===== config.mk =====
export PLATFORM = sky130hd
export DESIGN_NAME = mvm_result_streamer
export DESIGN_NICKNAME = d
export VERILOG_FILES = /design/src/rtl/mvm_result_streamer.sv
export SDC_FILE = /design/constraint.sdc
export NUM_CORES = 1
export LEC_CHECK = 0
export CAP_MARGIN = 25
export CELL_PAD_IN_SITES_DETAIL_PLACEMENT = 1
export CELL_PAD_IN_SITES_GLOBAL_PLACEMENT = 2
export CORE_MARGIN = 4
export CORE_UTILIZATION = 25
export DETAILED_ROUTE_END_ITERATION = 10
export PLACE_DENSITY = 0.92
export SYNTH_ARGS = -nofsm -noshare
export SYNTH_HDL_FRONTEND = slang
export SYNTH_SLANG_ARGS = --single-unit
export TNS_END_PERCENT = 5

===== constraint.sdc =====
create_clock -name clk -period 4 [get_ports clk]
set_clock_uncertainty 0.2 [all_clocks]
set_input_delay 0.6 -clock clk [delete_from_list [all_inputs] [get_ports clk]]
set_output_delay 0.6 -clock clk [all_outputs]
set_load 0.02 [all_outputs]

===== src/rtl/mvm_result_streamer.sv =====
`default_nettype none
// ============================================================================
//  Module      : mvm_result_streamer
//  Description : Output-side companion to the matrix-vector multiplier.
//                Captures the wide parallel result vector in one cycle and
//                streams it out one element per valid/ready handshake. Each
//                element is arithmetically right-shifted by SHIFT and then
//                narrowed from ACC_WIDTH to OUT_WIDTH bits.
//  Revision    : 1.0 - initial release
// ----------------------------------------------------------------------------
//  Optional feature macro:
//    MVM_STREAM_SAT_EN  defined   -> narrowing saturates to the signed
//                                    OUT_WIDTH range
//                       undefined -> narrowing truncates (wraps)
// ----------------------------------------------------------------------------
//  Ports:
//    clk            in   1               rising-edge clock
//    reset          in   1               synchronous, active-high
//    load           in   1               capture request for result_vector
//    result_vector  in   ROWS*ACC_WIDTH  element k at [k*ACC_WIDTH +: ACC_WIDTH]
//    busy           out  1               captured vector not yet fully sent
//    overrun        out  1               one-cycle pulse when a load is dropped
//    out_data       out  OUT_WIDTH       current narrowed element
//    out_valid      out  1               out_data/out_index/out_last valid
//    out_ready      in   1               downstream accepts when high
//    out_last       out  1               current element is index ROWS-1
//    out_index      out  IDX_W           index of the current element
// ============================================================================
module mvm_result_streamer #(
    parameter int ROWS      = 6,
    parameter int ACC_WIDTH = 16,
    parameter int OUT_WIDTH = 8,
    parameter int SHIFT     = 0,
    localparam int IDX_W    = (ROWS > 1) ? $clog2(ROWS) : 1
) (
    input  logic                      clk,
    input  logic                      reset,
    input  logic                      load,
    input  logic [ROWS*ACC_WIDTH-1:0] result_vector,
    output logic                      busy,
    output logic                      overrun,
    output logic [OUT_WIDTH-1:0]      out_data,
    output logic                      out_valid,
    input  logic                      out_ready,
    output logic                      out_last,
    output logic [IDX_W-1:0]          out_index
);

    localparam logic [0:0] S_IDLE = 1'b0;
    localparam logic [0:0] S_SEND = 1'b1;

    localparam logic [IDX_W-1:0] c_LAST_IDX      = IDX_W'(ROWS - 1);
    localparam logic             c_FIRST_IS_LAST = (ROWS == 1);

`ifdef MVM_STREAM_SAT_EN
    localparam logic signed [ACC_WIDTH-1:0] c_SAT_MAX =
        {{(ACC_WIDTH - OUT_WIDTH + 1){1'b0}}, {(OUT_WIDTH - 1){1'b1}}};
    localparam logic signed [ACC_WIDTH-1:0] c_SAT_MIN =
        {{(ACC_WIDTH - OUT_WIDTH + 1){1'b1}}, {(OUT_WIDTH - 1){1'b0}}};
`endif

    // Shift then narrow one accumulator element.
    function automatic logic [OUT_WIDTH-1:0] narrow(input logic signed [ACC_WIDTH-1:0] a);
        logic signed [ACC_WIDTH-1:0] s;
        s = a >>> SHIFT;
`ifdef MVM_STREAM_SAT_EN
        if (s > c_SAT_MAX) begin
            narrow = c_SAT_MAX[OUT_WIDTH-1:0];
        end else if (s < c_SAT_MIN) begin
            narrow = c_SAT_MIN[OUT_WIDTH-1:0];
        end else begin
            narrow = s[OUT_WIDTH-1:0];
        end
`else
        narrow = s[OUT_WIDTH-1:0];
`endif
    endfunction

    logic [0:0]                r_state;
    logic [IDX_W-1:0]          r_idx;
    logic [ROWS*ACC_WIDTH-1:0] r_buf;
    logic                      r_overrun;
    logic [OUT_WIDTH-1:0]      r_out_data;
    logic                      r_out_last;

    logic                      w_handshake;
    logic                      w_at_last;
    logic [IDX_W-1:0]          w_idx_next;
    logic [ACC_WIDTH-1:0]      w_next_elem;

    assign w_handshake = (r_state == S_SEND) && out_ready;
    assign w_at_last   = (r_idx == c_LAST_IDX);
    assign w_idx_next  = r_idx + IDX_W'(1);

    // Element that becomes current on a non-final advance. out_data is
    // registered from this so out_ready never reaches out_data combinationally.
    always_comb begin
        w_next_elem = '0;
        for (int k = 0; k < ROWS; k++) begin
            if (w_idx_next == IDX_W'(k)) begin
                w_next_elem = r_buf[k*ACC_WIDTH +: ACC_WIDTH];
            end
        end
    end

    always_ff @(posedge clk) begin
        if (reset) begin
            r_state    <= S_IDLE;
            r_idx      <= '0;
            r_buf      <= '0;
            r_overrun  <= 1'b0;
            r_out_data <= '0;
            r_out_last <= 1'b0;
        end else begin
            r_overrun <= 1'b0;
            case (r_state)
                S_IDLE: begin
                    if (load) begin
                        r_buf      <= result_vector;
                        r_idx      <= '0;
                        r_out_data <= narrow(result_vector[ACC_WIDTH-1:0]);
                        r_out_last <= c_FIRST_IS_LAST;
                        r_state    <= S_SEND;
                    end
                end
                S_SEND: begin
                    if (w_handshake && w_at_last) begin
                        if (load) begin
                            // Back-to-back: recapture on the final beat, no bubble.
                            r_buf      <= result_vector;
                            r_idx      <= '0;
                            r_out_data <= narrow(result_vector[ACC_WIDTH-1:0]);
                            r_out_last <= c_FIRST_IS_LAST;
                        end else begin
                            r_idx      <= '0;
                            r_out_last <= 1'b0;
                            r_state    <= S_IDLE;
                        end
                    end else begin
                        if (w_handshake) begin
                            r_idx      <= w_idx_next;
                            r_out_data <= narrow(w_next_elem);
                            r_out_last <= (w_idx_next == c_LAST_IDX);
                        end
                        // Any load not coinciding with the final beat is lost.
                        if (load) begin
                            r_overrun <= 1'b1;
                        end
                    end
                end
                default: begin
                    r_state <= S_IDLE;
                end
            endcase
        end
    end

    assign busy      = (r_state == S_SEND);
    assign out_valid = (r_state == S_SEND);
    assign out_last  = r_out_last;
    assign out_index = r_idx;
    assign out_data  = r_out_data;
    assign overrun   = r_overrun;

endmodule
`default_nettype wire


# Yosys cells after proc, flatten, opt, wreduce, memory -nomap -nowiden
# Index checks and enable logic that the tools add are counted.
# Widths: inputs -> output; s select.
# classes
addsub	1
eq_ne	9
mux	24
bitwise	1
reduce_logical	5
# ops
op	count
$mux 96	2
$pmux 96 s2	1
$mux 8	9
$pmux 8 s2	1
$eq 3x3->1 const B	3
$mux 3	3
$eq 3x2->1 const B	2
$pmux 3 s2	1
$mux 1	5
$pmux 1 s2	2
$add 3x1->3 const B	1
$eq 3x1->1 const B	1
$logic_not 3->1	1
$ne 3x1->1 const B	1
$reduce_or 3->1	1
$logic_and 1x1->1	2
$ne 2x1->1 const B	1
$ne 2x2->1 const B	1
$reduce_and 2->1	1
$not 1->1	1
# word_totals
register_bits	110
out_inout_bits	15
wordCells	46

# Depth between registers and ports, before layout
# Gate-level depths: netlist of run 1.
# logic_depth
word_depth	11
mapped_depth	8
ltp_nobuf	6

# Least setup slack after synthesis of run 1
# OpenSTA, ideal clock, no wires.
# synth_path
kind	register to register
from	register r_idx[1], in the netlist out_index[1]
to	register r_out_data[1], in the netlist out_data[1]
setup_ns	0.129
arrival_ns	1.660
path_slack_ns	2.011
path_stages_with_launch	8
n_path_buf	2
path_cell_list	dfxtp_1 inv_1 ha_1 buf_2 buf_2 a21o_1 a221oi_1 a31oi_1
# synth_via
elab_chain_cells	11
elab_cells_between_ends	19
cone_classes	add/sub (1); eq/ne (7); mux (9); reduce/logical (2)
# synth_lines
item	line_no	source
start, declared	80	logic [IDX_W-1:0] r_idx;
start signal, assigned	141	r_idx <= w_idx_next;
$add 3x1->3	93	assign w_idx_next = r_idx + IDX_W'(1);
$logic_not 3->1	100	if (w_idx_next == IDX_W'(k)) begin
$mux 8 (6 in series)	100	
$mux 8	140	if (w_handshake) begin
$mux 8	127	if (w_handshake && w_at_last) begin
$pmux 8 s2	116	case (r_state)
end signal, assigned	121	r_out_data <= narrow(result_vector[ACC_WIDTH-1:0]);
end signal, assigned	132	r_out_data <= narrow(result_vector[ACC_WIDTH-1:0]);
end signal, assigned	142	r_out_data <= narrow(w_next_elem);
end, declared	83	logic [OUT_WIDTH-1:0] r_out_data;
# Parallel ways exist; a longest one is shown, timed or not. The select of a mux whose other input is x is not followed.
# A chain may end at the register's enable or synchronous reset.

# Worst setup path in the final report of run 1
# layout_path
from	register r_idx[2], in the netlist out_index[2]
to	output out_index[2]
# layout_rtl
item	line_no	source
end, declared	46	output logic [IDX_W-1:0] out_index
# No word-level cell between the ends.

==> flow_summary.json, run 1 <==
{
  "status": "finished, final reports clean",
  "die_y_um": 116,
  "setup_tns_ns": 0,
  "grt_pass1_vias": 3036,
  "cp_slowest_cell": "dfxtp_1",
  "leakagePower_nw": 1.41,
  "crit_chain": "clkdlybuf4s50_1",
  "grt_antenna_before_repair": 0,
  "critPathCaptureType": "output pin",
  "start_util_pct": 25.7,
  "timing.final.crit_share_pct": 64.8,
  "yosysSeqAreaShare_pct": 42.2,
  "numCtsBuffers": 9,
  "required_ns": 3.20,
  "slew_headroom_pct": 47.5,
  "path_delay_family": "flip-flops",
  "grt_max_degree": 49,
  "critPathMaxFanout": 15,
  "place_ws_ns": 1.39,
  "rsz0062_at_grt": "false",
  "yosysWarnings": 0,
  "power_mw": 1.71,
  "drt_iter0_drc": 193,
  "tightest_slew_ns": 0.788,
  "hold_class": "flip-flop to flip-flop",
  "vias": 2848,
  "overflow": 0,
  "cpPeakStageDelay_ns": 0.73,
  "syn_inst": 376,
  "nets": 534,
  "async_reset_ff_share_pct": 0,
  "clock_latency_ns": 0.33,
  "clkTransAtPathRegs_ns": 0.06,
  "finalHoldViolCount": 0,
  "syn_area_mm2": 0.00294,
  "wl_mm": 9.86,
  "cp-start-kind": "flip-flop",
  "synth_seq_cells": 62,
  "cts_resized": 0,
  "drive_above_1_share_pct": 7.14,
  "gp_congestion": 0.824,
  "maxSlewViolCount": 0,
  "finalCriticalPeriod_ns": 2.59,
  "cts-htree-levels": 3,
  "synth_ff_type": "dfxtp_1",
  "critPathKind": "flip-flop to output pin",
  "grt_pass1_wl_mm": 15.6,
  "io_pins": 115,
  "synthDistinctLibCells": 36,
  "core_mm2": 0.0115,
  "final_cell_mix": "nand2_1 (121), clkdlybuf4s50_1 (65), dfxtp_1 (62)",
  "via_per_inst": 4.94,
  "dieArea_mm2": 0.0136,
  "antennaDiodeCount": 0,
  "cp.arrival_ns": 1.79,
  "io_buffers": 66,
  "synth_area_leaders": "dfxtp_1 (42%), nand2_1 (15%), a21oi_1 (8.8%)",
  "drv_cap": 0,
  "ir_worst_vdd_v": 0.000176,
  "firstDrtPassIters": 4,
  "r2r_slack_ns": 1.59,
  "rows": 39,
  "antenna_left": 0,
  "wl_per_cell_um": 17.1,
  "post-synth-top-area-cell": "dfxtp_1",
  "cts_sinks": 62,
  "post_cts_buffers": 0,
  "layout_setup_ws_ns": 1.41,
  "drc_errors": 0,
  "clockBufferDepth": 2,
  "clock.fmax_mhz": 386,
  "die_w_um": 116,
  "power.density_mw_per_mm2": 430,
  "clock-root-buffer": "clkbuf_16",
  "grtUsageTotal_pct": 15.0,
  "netlist.area_leader.share_pct": 42.2,
  "cp.buffers_inverters": 1,
  "dp_hpwl_mm": 7.19,
  "syn2layout_area_growth_pct": 35.5,
  "synth.net_count": 481,
  "synth_edf_count": 0,
  "syn_area_per_cell_um2": 7.83,
  "cts_tree": "built",
  "hold_buffers": 0,
  "layout_commonest_cell": "nand2_1",
  "setup_viol": 0
}
cells by family after synthesis:
logic type	count (synthesis)	synth area share, %
buffers and inverters	35	5.74
AND/OR/NAND/NOR	159	23.9
flip-flops	62	42.2
multiplexers	1	0.340
adder cells (fa/ha/maj)	5	2.13
XOR/XNOR	2	0.851
AO/OA/AOI/OAI	112	24.9
final timing paths:
kind           startpoint            to  cells past startpoint
max reg2reg  out_index[1]   out_data[0]                      7
min             r_buf[50]     r_buf[50]                      2
max          out_index[2]  out_index[2]                      1
min reg2reg     r_buf[50]     r_buf[50]                      2
cells in the mapped netlist (2+ instances only):
cell type / n
buf_4: 5
o21ai_0: 7
nor2b_1: 2
nand2b_1: 16
a221oi_1: 7
buf_2: 15
o221ai_1: 8
clkbuf_1: 8
nand4b_1: 9
a21oi_1: 52
a21oi_2: 2
a21o_1: 15
ha_1: 5
nor2_1: 6
a31oi_1: 6
dfxtp_1: 62
inv_1: 5
buf_1: 2
o211ai_1: 7
nand2_1: 121
flip-flops by register name, indices dropped and copies added, names as in the netlist:
register	cells
r_buf	48
out_data	8
out_last	1
out_index	3
busy	1
overrun	1
per-stage QoR:
stage               utilization [%]  hold slack (ns)  cells  area (µm²)
finish                         34.8            0.253    577        3990
global route                   34.8            0.277    577        3990
CTS                            34.8            0.257    577        3990
detailed placement             32.1            0.249    561        3680
global placement               32.1            0.243    561        3680
floorplan                         -            0.231    376        2940
final cells by class:
type	count	area, µm²
fillers	1364	7480
inverters	5	18.8
well taps	143	179
multi-input cells	279	1540
flip-flops and latches	62	1240
repair buffers	72	701
clock inverters	6	70.1
clock buffers	10	239
per-layer routing:
metal  GRT usage (%)  vias to the layer above  routed length, µm
li1                -                     1400                  -
met3            4.09                       18                577
met5               0                        -                  0
met2            24.2                       80               4550
met1            19.0                     1350               4460
met4            5.88                        0                269
power breakdown:
group | leakage [nW] | total [mW] | switching, mW | internal [mW]
Clock | 0.141 | 0.805 | 0.303 | 0.502
Sequential | 0.509 | 0.683 | 0.0278 | 0.655
Combinational | 0.755 | 0.227 | 0.117 | 0.110
(Power assumes the default switching activity.)
==> run 2: changes to the inputs <==
--- a/config.mk
+++ b/config.mk
@@ -9,9 +9,9 @@
 export CELL_PAD_IN_SITES_DETAIL_PLACEMENT = 1
 export CELL_PAD_IN_SITES_GLOBAL_PLACEMENT = 2
 export CORE_MARGIN = 4
-export CORE_UTILIZATION = 25
+export CORE_UTILIZATION = 24
 export DETAILED_ROUTE_END_ITERATION = 10
-export PLACE_DENSITY = 0.92
+export PLACE_DENSITY = 0.89
 export SYNTH_ARGS = -nofsm -noshare
 export SYNTH_HDL_FRONTEND = slang
 export SYNTH_SLANG_ARGS = --single-unit
==> constraint.sdc (replaced) <==
create_clock -name clk -period 2.5 [get_ports clk]
set_clock_uncertainty 0.2 [all_clocks]
set_input_delay 0.375 -clock clk [delete_from_list [all_inputs] [get_ports clk]]
set_output_delay 0.375 -clock clk [all_outputs]
set_load 0.02 [all_outputs]
==> run 2 against run 1 <==
  * Sequential cell count unchanged
  * Worst hold slack better by 0.0012 ns
  * Via count up 1.7%
  * Combinational power up 67%
  * Critical path type is now flip-flop to flip-flop
  * Largest cell class unchanged
==> flow_summary.json, run 2 (synthesis results as in run 1) <==
{
  "nets": 543,
  "die_w_um": 119,
  "hold_path_startpoint": "r_buf[48]",
  "grtUsageTotal_pct": 14.5,
  "core_mm2": 0.0120,
  "dp_hpwl_mm": 7.33,
  "critPathCaptureType": "flip-flop",
  "antenna_left": 0,
  "drv_cap": 0,
  "r2r_slack_ns": 0.19,
  "dpl-instance-area_mm2": 0.00378,
  "clkTransAtPathRegs_ns": 0.05,
  "rows": 40,
  "vias": 2897,
  "cts-htree-levels": 3,
  "rsz0062_at_grt": "false",
  "die_y_um": 119,
  "gp_congestion": 0.835,
  "grt_pass1_wl_mm": 16.1,
  "firstDrtPassIters": 4,
  "setup_tns_ns": 0,
  "power.density_mw_per_mm2": 686,
  "status": "finished, final reports clean",
  "maxSlewViolCount": 0,
  "clockBufferDepth": 2,
  "nFillCells": 1453,
  "tightest_slew_ns": 0.518,
  "drc_errors": 0,
  "r2r_end": "out_data[6]",
  "hold_buffers": 0,
  "drive_above_1_share_pct": 8.58,
  "cp-start-kind": "flip-flop",
  "final_cell_mix": "nand2_1 (121), clkdlybuf4s50_1 (65), dfxtp_1 (62)",
  "io_buffers": 66,
  "hold_class": "flip-flop to flip-flop",
  "slew_headroom_pct": 65.4,
  "cts_tree": "built",
  "wl_per_cell_um": 16.9,
  "ir_worst_vdd_v": 0.000323,
  "overflow": 0,
  "grt_antenna_before_repair": 0,
  "grt_max_degree": 38,
  "clock.fmax_mhz": 434,
  "via_per_inst": 4.91,
  "regToRegStartpoint": "out_index[0]",
  "start_util_pct": 24.5,
  "cp.arrival_ns": 2.30,
  "post_cts_buffers": 0,
  "io_pins": 115,
  "critPathMaxFanout": 14,
  "antennaDiodeCount": 0,
  "numCtsBuffers": 9,
  "finalHoldViolCount": 0,
  "cts_sinks": 62,
  "cts_resized": 0,
  "grt_pass1_vias": 3067,
  "leakagePower_nw": 1.48,
  "largest_reg_flops": 48,
  "required_ns": 2.49,
  "dieArea_mm2": 0.0141,
  "fin_area_mm2": 0.00409,
  "drt_iter0_drc": 168,
  "setup_viol": 0,
  "whs_path_depth": 2,
  "critPathKind": "flip-flop to flip-flop",
  "timing.final.crit_share_pct": 92.2,
  "finalCriticalPeriod_ns": 2.31,
  "wl_mm": 9.98,
  "min_to": "r_buf[48]",
  "syn2layout_area_growth_pct": 39.1,
  "layout_commonest_cell": "nand2_1",
  "r2r_cells": 6,
  "clock_latency_ns": 0.33,
  "registers.top_by_ff_count": "r_buf",
  "clock-root-buffer": "clkbuf_16"
}
==> run 2: changes by cell type in the layout (fill, tap and decap cells not counted), sizes merged <==
cell / change
inv: -1
bufinv: +1
buf: +9
clkinv: +1
clkinvlp: -3
clkbuf: +2
==> run 2: critical path: stages (launching register included) <==
cell and delay (ns):
dfxtp_1 0.46, inv_1 0.11, ha_1 0.40, nor2b_1 0.29
a21o_1 0.21, a221oi_1 0.34, a31oi_1 0.16
==> run 2: area by class of cell <==
cell class | instances | area (µm²) | share of cell area (%)
Timing Repair Buffer | 81 | 793 | 19.4
Tap cell | 147 | 184 | 4.49
Inverter | 5 | 18.8 | 0.458
Multi-Input combinational cell | 279 | 1540 | 37.6
Clock inverter | 4 | 70.1 | 1.71
Sequential cell | 62 | 1240 | 30.3
Clock buffer | 12 | 246 | 6.02
==> run 2: worst max-delay path by stage <==
stage	startpoint	end
global placement	out_ready	out_data[7]
CTS	out_index[0]	out_data[6]
global route	out_index[0]	out_data[7]
detailed placement	out_ready	out_data[7]
floorplan	out_index[1]	out_data[1]
finish	out_index[0]	out_data[6]
==> run 2: report_power, final <==
part           switching (mW)  internal, mW  total, mW
logic                   0.193         0.186      0.380
clock network           0.438         0.896       1.33
registers              0.0443          1.05       1.09
==> run 2: metal layers <==
layer | vias to the layer above | share of wire, % | global-route usage [%]
met5 | - | 0 | 0
met4 | 0 | 1.9 | 5.07
met3 | 18 | 5.0 | 4.02
met2 | 64 | 48 | 23.6
met1 | 1393 | 45 | 18.2
li1 | 1422 | - | -
==> run 2: metrics by stage <==
stage	hold slack [ns]	cells	setup slack, ns	utilization (%)	power (mW)
floorplan	0.231	376	0.511	-	1.30
global placement	0.243	574	0.205	31.4	1.48
detailed placement	0.249	574	0.170	31.4	1.49
CTS	0.257	590	0.179	34.1	2.83
global route	0.274	590	0.0172	34.1	2.92
finish	0.254	590	0.195	34.1	2.81
